===== src/rtl/hd_operand_sequencer_if.sv =====
// rtl/hd_operand_sequencer_if.sv - operand input stream and result output stream of the hd sequencer
interface hd_operand_sequencer_if;
    logic [7:0] in_data;
    logic       in_valid;
    logic       in_ready;
    logic [7:0] out_data;
    logic       out_valid;
    logic       out_ready;

    modport master (
        output in_data, in_valid, out_ready,
        input  in_ready, out_data, out_valid
    );

    modport slave (
        input  in_data, in_valid, out_ready,
        output in_ready, out_data, out_valid
    );
endinterface


===== src/rtl/hd_operand_sequencer.sv =====
// rtl/hd_operand_sequencer.sv - assembles A/B operands for the hd kernel, holds x for an eval window, queues y results
module hd_operand_sequencer #(
    parameter int KERNEL_LAT = 1,
    parameter int OUT_DEPTH  = 2
) (
    input  logic                    clk,
    input  logic                    rst,
    hd_operand_sequencer_if.slave   io,
    output logic [15:0]             x,
    input  logic [7:0]              y,
    output logic                    busy
);
    localparam int AW = $clog2(OUT_DEPTH);

    typedef enum logic [1:0] {
        LOAD_A,
        LOAD_B,
        EVAL,
        CAPTURE
    } state_t;

    state_t         state;
    logic [3:0]     cnt;
    logic [AW:0]    wr_ptr;
    logic [AW:0]    rd_ptr;
    logic [AW:0]    rd_next;
    logic [7:0]     mem [OUT_DEPTH];
    logic           full;
    logic           empty;
    logic           pop;
    logic           push;
    logic           in_fire;

    assign empty       = (wr_ptr == rd_ptr);
    assign full        = (wr_ptr[AW] != rd_ptr[AW]) && (wr_ptr[AW-1:0] == rd_ptr[AW-1:0]);
    assign rd_next     = rd_ptr + (AW+1)'(1);
    assign io.in_ready = !rst && ((state == LOAD_A) || (state == LOAD_B));
    assign in_fire     = io.in_valid && io.in_ready;
    assign pop         = io.out_ready && !empty;
    // A pop in the same cycle frees the slot, so a full FIFO does not block the push.
    assign push        = (state == CAPTURE) && (!full || pop);
    assign io.out_valid = !empty;
    assign busy        = (state != LOAD_A) || !empty;

    always_ff @(posedge clk) begin
        if (rst) begin
            state       <= LOAD_A;
            cnt         <= 4'd0;
            x           <= 16'h0000;
            wr_ptr      <= '0;
            rd_ptr      <= '0;
            io.out_data <= 8'h00;
        end else begin
            case (state)
                LOAD_A: begin
                    if (in_fire) begin
                        x[7:0] <= io.in_data;
                        state  <= LOAD_B;
                    end
                end
                LOAD_B: begin
                    if (in_fire) begin
                        x[15:8] <= io.in_data;
                        cnt     <= 4'(KERNEL_LAT - 1);
                        state   <= EVAL;
                    end
                end
                EVAL: begin
                    if (cnt == 4'd0) begin
                        state <= CAPTURE;
                    end else begin
                        cnt <= cnt - 4'd1;
                    end
                end
                CAPTURE: begin
                    if (push) begin
                        state <= LOAD_A;
                    end
                end
                default: state <= LOAD_A;
            endcase

            if (push) begin
                wr_ptr <= wr_ptr + (AW+1)'(1);
            end

            // out_data always tracks the entry that will be at the head after this edge.
            if (pop) begin
                rd_ptr <= rd_next;
                if (push && (wr_ptr == rd_next)) begin
                    io.out_data <= y;
                end else begin
                    io.out_data <= mem[rd_next[AW-1:0]];
                end
            end else if (push && empty) begin
                io.out_data <= y;
            end
        end
    end

    always_ff @(posedge clk) begin
        if (push) begin
            mem[wr_ptr[AW-1:0]] <= y;
        end
    end
endmodule

===== src/flat_wrapper.sv =====
// flat-port wrapper written by rule: the top's interface ports become plain ports
module hd_operand_sequencer_flat 
#(
    parameter int KERNEL_LAT = 1,
    parameter int OUT_DEPTH  = 2
)
  (clk, rst, x, y, busy, io_in_data, io_in_valid, io_out_ready, io_in_ready, io_out_data, io_out_valid);
  hd_operand_sequencer_if io_i ();
  input  logic clk;
  input  logic rst;
  output logic [15:0] x;
  input  logic [7:0] y;
  output logic busy;
  input wire logic [$bits(io_i.in_data)-1:0] io_in_data;
  input wire logic [$bits(io_i.in_valid)-1:0] io_in_valid;
  input wire logic [$bits(io_i.out_ready)-1:0] io_out_ready;
  output wire logic [$bits(io_i.in_ready)-1:0] io_in_ready;
  output wire logic [$bits(io_i.out_data)-1:0] io_out_data;
  output wire logic [$bits(io_i.out_valid)-1:0] io_out_valid;
  assign io_i.in_data = io_in_data;
  assign io_i.in_valid = io_in_valid;
  assign io_i.out_ready = io_out_ready;
  assign io_in_ready = io_i.in_ready;
  assign io_out_data = io_i.out_data;
  assign io_out_valid = io_i.out_valid;
  hd_operand_sequencer #(.KERNEL_LAT(KERNEL_LAT), .OUT_DEPTH(OUT_DEPTH)) u_core (.clk(clk), .rst(rst), .io(io_i), .x(x), .y(y), .busy(busy));
endmodule

===== config.mk =====
export PLATFORM = sky130hd
export DESIGN_NAME = hd_operand_sequencer_flat
export DESIGN_NICKNAME = d
export VERILOG_FILES = /design/src/rtl/hd_operand_sequencer_if.sv /design/src/rtl/hd_operand_sequencer.sv /design/src/flat_wrapper.sv
export SDC_FILE = /design/constraint.sdc
export NUM_CORES = 1
export LEC_CHECK = 0
export CORE_ASPECT_RATIO = 0.9
export CORE_MARGIN = 3
export CORE_UTILIZATION = 35
export CTS_CLUSTER_DIAMETER = 150
export CTS_CLUSTER_SIZE = 10
export DETAILED_ROUTE_END_ITERATION = 16
export HOLD_SLACK_MARGIN = 0.08
export PLACE_DENSITY = 0.66
export SLEW_MARGIN = 20
export SYNTH_ARGS = -nofsm -noshare
export SYNTH_HDL_FRONTEND = slang
export SYNTH_SLANG_ARGS = --single-unit

===== constraint.sdc =====
create_clock -name clk -period 2.3 [get_ports clk]
set_input_delay 0.345 -clock clk [delete_from_list [all_inputs] [get_ports clk]]
set_output_delay 0.345 -clock clk [all_outputs]
set_load 0.005 [all_outputs]

# == Yosys cells after proc, flatten, opt, wreduce, memory -nomap -nowiden ==
# Memories as Yosys holds them, arrays and structs flattened.
# Index checks and enable logic that the tools add are counted.
# word_totals
mem_count,1
in_bits,20
wordCells,58
register_bits,34
ramBits,16
# memory_table
memory,words,word_bits,rd,rd_clocked_by_memory_dff,wr,line_no,source
u_core.mem,2,8,1,0,1,hd_operand_sequencer.sv:27,logic [7:0] mem [OUT_DEPTH];
# op_classes
reduce_logical,22
n_eq_ne,12
addsub,3
mux,13
# ops
operator,n
$mux 8,3
$mux 2,4
$mux 4,2
$ne 2x1->1 const B,4
$pmux 2 s4,1
$pmux 4 s2,1
$logic_and 1x1->1,7
$reduce_bool 2->1,3
$add 2x1->2 const B,2
$eq 2x2->1,2
$eq 2x2->1 const B,2
$logic_not 4->1,1
$reduce_and 2->1,2
$reduce_and 4->1,1
$sub 4x1->4 const B,1
$logic_not 1->1,3
$logic_or 1x1->1,3
$reduce_and 3->1,1
$eq 2x1->1 const B,1
$logic_not 2->1,1
$mux 1,2
$ne 2x2->1 const B,1
$eq 1x1->1,1
$ne 1x1->1,1

# == Logic depth before layout (Yosys ltp) ==
# depth
depth_word,8
depth_mapped,7

# == Worst setup path before layout ==
# No wires, ideal clock.
# synth_path
kind,register -> register
from,register u_core.cnt[0]
to,register u_core.state[0]
path_slack_ns,0.651
stages_incl_launch_ff,7
period_less_slack_ns,1.649
arrival_time_ns,1.558
path_cell_list,dfxtp_1 inv_1 ha_1 or3b_2 a2bb2oi_1 a21oi_1 a311oi_1
# synth_via
elab_chain_len,3
# synth_rtl
item,line_no,source
from (decl),hd_operand_sequencer.sv:23,logic [3:0] cnt;
from (signal assigned),hd_operand_sequencer.sv:64,cnt <= 4'(KERNEL_LAT - 1);
from (signal assigned),hd_operand_sequencer.sv:72,cnt <= cnt - 4'd1;
$logic_not 4->1,hd_operand_sequencer.sv:69,if (cnt == 4'd0) begin
$ne 2x1->1 (no source line),--,
$reduce_and 4->1 (no source line),--,
to (signal assigned),hd_operand_sequencer.sv:70,state <= CAPTURE;
to (signal assigned),hd_operand_sequencer.sv:77,state <= LOAD_A;
to (signal assigned),hd_operand_sequencer.sv:80,default: state <= LOAD_A;
to (decl),hd_operand_sequencer.sv:22,state_t state;
# Every way passes these cells.
# A chain may end at the register's enable or synchronous reset.

# == Worst setup path after layout ==
# layout_path
from,register u_core.wr_ptr[0]
to,output port busy
# layout_via
elab_chain_len,3
# layout_rtl
item,line_no,source
from (decl),hd_operand_sequencer.sv:24,logic [AW:0] wr_ptr;
from (signal assigned),hd_operand_sequencer.sv:84,wr_ptr <= wr_ptr + (AW+1)'(1);
$eq 2x2->1,hd_operand_sequencer.sv:34,assign empty = (wr_ptr == rd_ptr);
$logic_not 1->1,hd_operand_sequencer.sv:43,assign busy = (state != LOAD_A) || !empty;
$logic_or 1x1->1,hd_operand_sequencer.sv:43,
to (decl),flat_wrapper.sv:13,output logic busy;
# Every way passes these cells.

==> impl_metrics.ini <==
[drt]
drt_iter0_markers = 117
top_layer = met4
ant_nets = 0
dr.pass1.iters = 4
viasPerCell = 4.95
met1_length_mm = 2.26
drt_wl_total_mm = 4.77
avgRoutedWirePerCell_um = 13.2
routed-wl-met2_mm = 2.34
drc_errors = 0
wl_met3_um = 115
vias = 1792

[clock_network]
cts_inserted_buffers = 5
cts.sinks = 50
clkTransAtPathRegs_ns = 0.09
root_buffer = clkbuf_8
tritoncts = built
cts.path.max_buffers = 2
cts_resized = 0
h-tree-depth = 2
clkLatencyLatePin_ns = 0.30
postCtsSetupRepairBufs = 0
hold_buffers = 0

[placed_design]
port-buffer-count = 46
place_congestion = 0.751
dp_hpwl_mm = 3.43

[timing]
max_freq_mhz = 463
rsz0062_at_grt = false
finalSetupViolations = 0
finalCritPeriodShare_pct = 94.0
hold_viol = 0
relSlewSlack_pct = 53.4
max_slew.worst_pin.slew_ns = 0.696
skew_ns = 0.00305
tns_ns = 0
drv_slew = 0
fin_crit_ns = 2.16
timing.hold.ws_ns = 0.459

[power]
irDropWorstVdd_v = 0.000363
p_total_mw = 2.33
power.leakage_nw = 1.01
powerDensity_nw_per_um2 = 809

[status]
status = complete, no violations

[final_layout]
n_antenna_cell = 0
drive_gt1_share_pct = 10.1
final_common_cell = clkdlybuf4s50_1
utilization_pct = 48.5
layout_common_cells = clkdlybuf4s50_1 (46), nand2_1 (34), dfxtp_1 (34), a21oi_1 (33), nand3_1 (17)
nets = 304
syn2layout_area_growth_pct = 29.0
fill_cells = 589

[synthesis]
synth_ff_type = dfxtp_1
synth_edf_count = 16
syn_area_um2 = 2230
synth_top_area_share_pct = 30.6
synthesis.nets = 257
yosys_register_bits = 50
yosysWarningCount = 0
synthArstFlopShare_pct = 0
yosys.area_share.adder_pct = 3.93
synth_simple_gate_area_share_pct = 17.6
yosys-mux-area-fraction_pct = 4.27
syn_inst = 230
synth_cell_types = 40
synth_xor_area_share_pct = 1.91
synth_top_family_by_area = simple AND/OR/NAND/NOR gates
synth_compound_area_share_pct = 14.7
seq_area_frac_synth_pct = 52.1
synth_top_cell_by_area = dfxtp_1
yosys-top-cells-area = dfxtp_1 (31%), edfxtp_1 (22%), a21oi_1 (7.4%)
postSynthAreaPerCell_um2 = 9.68

[floorplanning]
coreArea_um2 = 5920
die_y_um = 81.7
num_io_pins = 47
chipWidth_um = 90.1
start_util_pct = 37.6
dieArea_um2 = 7360
fp-row-count = 26

[setup_path]
start_kind = register
worstPathRequired_ns = 1.96
arrival_ns = 1.82
end_kind = output port
cp_max_fo = 8
critPathKind = register to output port

[global_route]
grt_first_pass_wirelength_mm = 7.98
grt_max_degree = 27
grt_usage_pct = 13.5
antenna_found_initial = 0
first_global_vias = 1677
overflow = 0

[worst_hold_path]
hold_class = register to register

[run]
cap_violations = 0
[per-stage QoR]
stage	std cells	cell area (µm²)	setup slack, ns
2_1_floorplan	230	2230	0.651
3_3_place_gp	354	2770	0.323
3_5_place_dp	354	2770	0.287
4_1_cts	362	2870	0.0952
5_1_grt	362	2870	0.00901
6_report	362	2870	0.138
[critical path: stages (launching register included)]
cell	delay (ns)
dfxtp_1	0.49
xor2_1	0.32
nor2_1	0.11
nand2_1	0.09
clkdlybuf4s50_1	0.51
[cells by family after synthesis]
kind of cell	after synthesis
buffers and inverters	25
multiplexers	9
AO/OA/AOI/OAI	54
flip-flops	50
adder cells (fa/ha/maj)	7
AND/OR/NAND/NOR	81
XOR/XNOR	4
[per-layer routing]
layer | track usage (%) | vias to the layer above
met3 | 2.47 | 4
met5 | 0 | -
met4 | 5.81 | 0
li1 | - | 911
met1 | 17.3 | 850
met2 | 22.7 | 27
[path summary, 6_finish.rpt]
path	depth (start not counted)	to	startpoint	slack, ns
worst max register to register	4	u_core.io.out_data[3]	u_core.wr_ptr[1]	0.43
worst min register to register	2	u_core.x[12]	u_core.x[12]	0.46
worst max-delay path	4	busy	u_core.wr_ptr[0]	0.14
worst min-delay path	2	u_core.x[12]	u_core.x[12]	0.46
[synth_stat cells (2+ instances only)]
cell      instances
mux2i_1           8
o32ai_1           8
o21ai_0           3
nand2_1          34
nor3_1            4
buf_2             5
and3_2            8
a21oi_1          33
or4_1             2
clkbuf_1          5
or3_1             2
dfxtp_1          34
inv_1            11
nand3b_1          2
ha_1              7
edfxtp_1         16
nor2_1            8
xnor2_1           2
nand3_1          17
[power breakdown]
group | leakage (nW) | switching, mW | total, mW | internal [mW]
registers | 0.420 | 0.0544 | 1.06 | 1.00
logic | 0.538 | 0.365 | 0.708 | 0.343
clock network | 0.0544 | 0.286 | 0.561 | 0.276
[registers in the layout (all words and copies together), names as in the netlist]
register and cells:
u_core.rd_ptr 2, u_core.x 16, u_core.state 2, u_core.wr_ptr 2, u_core.mem 16, u_core.cnt 4, u_core.io.out_data 8
[layout make-up]
class,instances,area (µm²),share of cell area (%)
Sequential cell,50,1160,40.4
Multi-Input combinational cell,155,945,32.9
Timing Repair Buffer,53,513,17.8
Tap cell,84,105,3.66
Clock buffer,7,96.3,3.35
Inverter,12,45.0,1.57
Clock inverter,1,8.76,0.305
(Power assumes the default switching activity.)
